File: config.mk
export PLATFORM = sky130hd
export DESIGN_NAME = pc_fetch
export DESIGN_NICKNAME = d
export VERILOG_FILES = /design/src/rtl/pc_fetch_pkg.sv /design/src/rtl/pc_fetch_if_id_reg.sv /design/src/rtl/pc_fetch.sv
export SDC_FILE = /design/constraint.sdc
export NUM_CORES = 1
export LEC_CHECK = 0
export CORE_ASPECT_RATIO = 0.6
export CORE_MARGIN = 4
export CORE_UTILIZATION = 42
export DETAILED_ROUTE_END_ITERATION = 10
export GPL_ROUTABILITY_DRIVEN = 0
export PLACE_DENSITY = 0.95
export SETUP_SLACK_MARGIN = 0.1
export SYNTH_ARGS = -nofsm -noshare
export SYNTH_HDL_FRONTEND = slang
export SYNTH_SLANG_ARGS = --single-unit
File: constraint.sdc
create_clock -name clk -period 3.17 [get_ports clk]
set_clock_uncertainty 0.15 [all_clocks]
set_input_delay 0.317 -clock clk [delete_from_list [all_inputs] [get_ports clk]]
set_output_delay 0.317 -clock clk [all_outputs]
set_load 0.02 [all_outputs]
File: src/rtl/pc_fetch_pkg.sv
// Shared pipeline definitions for the fetch/decode boundary.
// The IF/ID record layout is common to the fetch stage and the decode-side hazard logic.
package pc_fetch_pkg;

    localparam int PC_W    = 7;
    localparam int INSTR_W = 32;
    localparam int OPC_MSB = 31;
    localparam int OPC_LSB = 26;
    localparam int OPC_W   = OPC_MSB - OPC_LSB + 1;

    localparam logic [OPC_W-1:0] HALT_OPC = 6'h3F;

    typedef struct packed {
        logic [INSTR_W-1:0] instr;
        logic [PC_W-1:0]    pc;
        logic               valid;
    } if_id_t;

endpackage

File: src/rtl/pc_fetch_if_id_reg.sv
// IF/ID pipeline register with flush and hold controls.
// Flush wins over hold and only clears valid; the payload is left as-is.
module if_id_reg
    import pc_fetch_pkg::*;
(
    input  logic   clk,
    input  logic   rst,
    input  logic   hold,
    input  logic   flush,
    input  logic   load,
    input  if_id_t d,
    output if_id_t q
);

    if_id_t entry_q;
    if_id_t entry_d;

    // Neither load nor hold means the stage has nothing new, so the entry becomes a bubble.
    always_comb begin
        entry_d = entry_q;
        if (flush) begin
            entry_d.valid = 1'b0;
        end else if (hold) begin
            entry_d = entry_q;
        end else if (load) begin
            entry_d = d;
        end else begin
            entry_d.valid = 1'b0;
        end
    end

    always_ff @(posedge clk) begin
        if (rst) begin
            entry_q <= '0;
        end else begin
            entry_q <= entry_d;
        end
    end

    assign q = entry_q;

endmodule

File: src/rtl/pc_fetch.sv
// Instruction-fetch stage: owns the PC, selects incrementer or branch target,
// loads IF/ID and handles stall, branch flush and halt.
//
// state | meaning
// RUN   | fetching one instruction per cycle
// STALL | hazard freeze; PC and IF/ID held
// HALT  | halt opcode fetched; PC parked until a branch or reset
module pc_fetch #(
    parameter int          INSTR_W  = 32,
    parameter int          OPC_MSB  = 31,
    parameter int          OPC_LSB  = 26,
    parameter logic [5:0]  HALT_OPC = 6'h3F
) (
    input  logic               clk,
    input  logic               rst,
    input  logic [6:0]         pc_inc,
    input  logic               branch_taken,
    input  logic [6:0]         branch_target,
    input  logic               stall,
    input  logic [INSTR_W-1:0] imem_rdata,
    output logic [6:0]         pc,
    output logic               inc_en,
    output logic [INSTR_W-1:0] if_id_instr,
    output logic [6:0]         if_id_pc,
    output logic               if_id_valid,
    output logic               halted
);
    import pc_fetch_pkg::if_id_t;

    typedef enum logic [1:0] {
        ST_RUN   = 2'd0,
        ST_STALL = 2'd1,
        ST_HALT  = 2'd2
    } fetch_state_t;

    fetch_state_t state_q;
    fetch_state_t state_d;
    logic [6:0]   pc_q;
    logic [6:0]   pc_d;
    logic         inc_en_q;
    logic         inc_en_d;

    logic   ifid_hold;
    logic   ifid_flush;
    logic   ifid_load;
    logic   is_halt;
    if_id_t ifid_d;
    if_id_t ifid_q;

    assign is_halt = (imem_rdata[OPC_MSB:OPC_LSB] == HALT_OPC);

    always_comb begin
        state_d    = state_q;
        pc_d       = pc_q;
        ifid_hold  = 1'b0;
        ifid_flush = 1'b0;
        ifid_load  = 1'b0;
        if (branch_taken) begin
            pc_d       = branch_target;
            ifid_flush = 1'b1;
            state_d    = ST_RUN;
        end else if (stall) begin
            ifid_hold = 1'b1;
            if (state_q == ST_RUN) begin
                state_d = ST_STALL;
            end
        end else if (state_q == ST_HALT) begin
            state_d = ST_HALT;
        end else begin
            // Leaving STALL fetches in the same cycle, exactly like RUN.
            ifid_load = 1'b1;
            if (is_halt) begin
                state_d = ST_HALT;
            end else begin
                pc_d    = pc_inc;
                state_d = ST_RUN;
            end
        end
        inc_en_d = (state_d != ST_HALT);
    end

    always_comb begin
        ifid_d       = '0;
        ifid_d.instr = imem_rdata;
        ifid_d.pc    = pc_q;
        ifid_d.valid = 1'b1;
    end

    always_ff @(posedge clk) begin
        if (rst) begin
            state_q  <= ST_RUN;
            pc_q     <= '0;
            inc_en_q <= 1'b1;
        end else begin
            state_q  <= state_d;
            pc_q     <= pc_d;
            inc_en_q <= inc_en_d;
        end
    end

    if_id_reg u_if_id_reg (
        .clk   (clk),
        .rst   (rst),
        .hold  (ifid_hold),
        .flush (ifid_flush),
        .load  (ifid_load),
        .d     (ifid_d),
        .q     (ifid_q)
    );

    assign pc          = pc_q;
    assign inc_en      = inc_en_q;
    assign halted      = (state_q == ST_HALT);
    assign if_id_instr = ifid_q.instr;
    assign if_id_pc    = ifid_q.pc;
    assign if_id_valid = ifid_q.valid;

endmodule
==> metrics.txt <==
status finished clean; Hold Startpoint u_if_id_reg.q[17]$_SDFFE_PP0P_; vias per cell 4.930; RR Startpoint state_q[1]$_SDFF_PP0_; hold path depth 2; Least-Margin Pin Slew 928.9 ps; worst hold path class reg2reg; DP Area 2889 sq um; global-route wire length before repair 7.955 mm; area leader, netlist dfxtp_1; Pleak 1.060 nW; core area 4257 sq um; Slowest-stage cell, CP clkdlybuf4s50_1; syn nets 272; Mapped Avg Cell Area 8.668 sq um; hold slack 306.8 ps; number of instances resized during post-cts repair 0; Die ar. 5764 sq um; largest net degree at the start of global routing 50; Synth async-reset ratio 0; Hold EP u_if_id_reg.q[17]$_SDFFE_PP0P_; Synth warnings 0; Final Slew Violations 0; TritonCTS Buffers 5; WP data required 2700 ps; startpoint types flip-flop; placed cells 365; CTS Buffer Depth 2; Reg clk slew, reported paths 80 ps; Total Routed Length 5.069 mm; Yosys reg bits 50; share of cells above drive strength 1 0.06752; Crit. End Element output port; die span in y 60.43 um; PwrDens 431.8 nW/um^2; hold_buf cts 0; vias post-DR 1829; WL per Instance 13.66 um; Unique masters post-synth 24; Worst-Skew Late Latency 290 ps; antenna cell count 0; Tmin final 2014 ps; worst-path cell chain nor2b_4 -> clkdlybuf4s50_1; RSZ-0062 raised after global routing false; CTS tree built; Area Growth Syn to Fin 54.42%; part of the cycle the worst path needs 0.6355; maxcap violations 0; max_slew headroom 0.3807; DR iter-0 viols 37; Worst path max stage delay 650 ps; Post-CTS Setup Inserts 0; Synth Instances 222; post-route DRC violation count 0; Critical Path Fanout Max 7; I/O pins 99; sequential area share after synthesis 0.5202; Area contributors post-synth dfxtp_1, nand2_1, a21oi_1, a211oi_2, mux2i_1; post-route setup TNS 0 ps; Yosys top cell area share 0.5202; Critical R2R Capture pc[2]$_SDFFE_PP0P_; Buffers on Ports 98; Post-synth EDFFs 0; number of global-route vias before repair 1759; Final ANT Viol Nets 0; fin cells 371; reg2reg setup slack 1410 ps; FF-to-FF path depth 4; total grt overflow 0; Max Freq 496.4 MHz; crit path DAT 1550 ps; Final Hold Violating Endpoints 0; count of final setup violators 0; root buffer cell clkbuf_8; final net count 362; count leader, synth nand2_1; final design utilization 0.6981; ys flop type dfxtp_1; Pre-Repair DR Iteration Count 4; Die Wd 95.39 um; initial antenna violation count 0; H-tree depth 2; Worst VDD drop 0.2839 mV; post-DP HPWL 3.751 mm; Post-synth top cells nand2_1, dfxtp_1, a21oi_1, nor3_1; row count 18; Crit Path Class reg2out; starting density of the core 0.4521; mapped cell area 1924 sq um; Clock Sinks 50; All-Layer GR Usage 0.1771; Post-Layout Inst Area 2972 sq um
power by group:
group,internal (mW),total [mW],switching [mW]
combinational,0.130,0.248,0.118
sequential,0.658,0.675,0.0167
clock,0.169,0.360,0.192
total,0.957,1.28,0.326
final cells by class:
| class | instances | area, sq um |
|---|---|---|
| fill | 339 | 1285 |
| sequential | 50 | 1001 |
| timing repair buffer | 100 | 991.0 |
| multi-input combinational | 154 | 818.3 |
| clock buffer | 6 | 82.58 |
| tap | 60 | 75.07 |
| inverter | 1 | 3.754 |
state kept, by name, indices dropped and copies added, names as in the netlist:
signal         count
inc_en             1
u_if_id_reg.q     40
pc                 7
state_q            2
through the flow:
stage                     power [mW]  setup WS (ps)
after CTS                      1.296           1144
after global routing           1.339           1102
after detailed placement      0.9392          873.7
after floorplan               0.8039           1632
after global placement        0.9334          944.1
final                          1.283           1156
critical path, delay by kind of cell (launching register included):
family,cells,cell delay [ps]
DFF,1,330
buffers and inverters,1,650
and+or+nand+nor,1,270
per-layer routing:
layer / wire length (um) / vias up / GRT usage
li1: - / 916 / -
met1: 2216 / 829 / 0.2143
met5: 0 / - / 0
met3: 675 / 4 / 0.08426
met2: 2149 / 80 / 0.2896
met4: 27 / 0 / 0.04453
worst max path at each step:
stage / end / slack, ps / start
CTS: halted / 1140 / state_q[1]$_SDFF_PP0_
floorplan: pc[0]$_SDFFE_PP0P_ / 1630 / state_q[1]$_SDFF_PP0_
detailed placement: pc[2]$_SDFFE_PP0P_ / 870 / imem_rdata[28]
global placement: pc[3]$_SDFFE_PP0P_ / 940 / imem_rdata[28]
global route: halted / 1100 / state_q[1]$_SDFF_PP0_
finish: halted / 1160 / state_q[1]$_SDFF_PP0_
kinds of logic (layout without fill, tap and decap cells):
family                 Yosys count  after routing  share of synthesized area
AND/OR/NAND/NOR                 96             96                     0.2120
flip-flops                      50             50                     0.5202
AO/OA/AOI/OAI                   51             51                     0.1736
buffers and inverters           18            107                    0.05786
multiplexers                     7              7                    0.03641
cell usage in the layout, fill, tap and decap left out, types with 2 or more instances in the layout:
master | Yosys | routed
buf_4 | 2 | 2
a21oi_1 | 40 | 40
nand2_1 | 78 | 78
dfxtp_1 | 50 | 50
mux2i_1 | 7 | 7
nor3_1 | 8 | 8
clkbuf_8 | 0 | 6
nor2_1 | 3 | 3
clkdlybuf4s50_1 | 0 | 97
a211oi_2 | 7 | 7
Power figures use the tool's default switching activity.
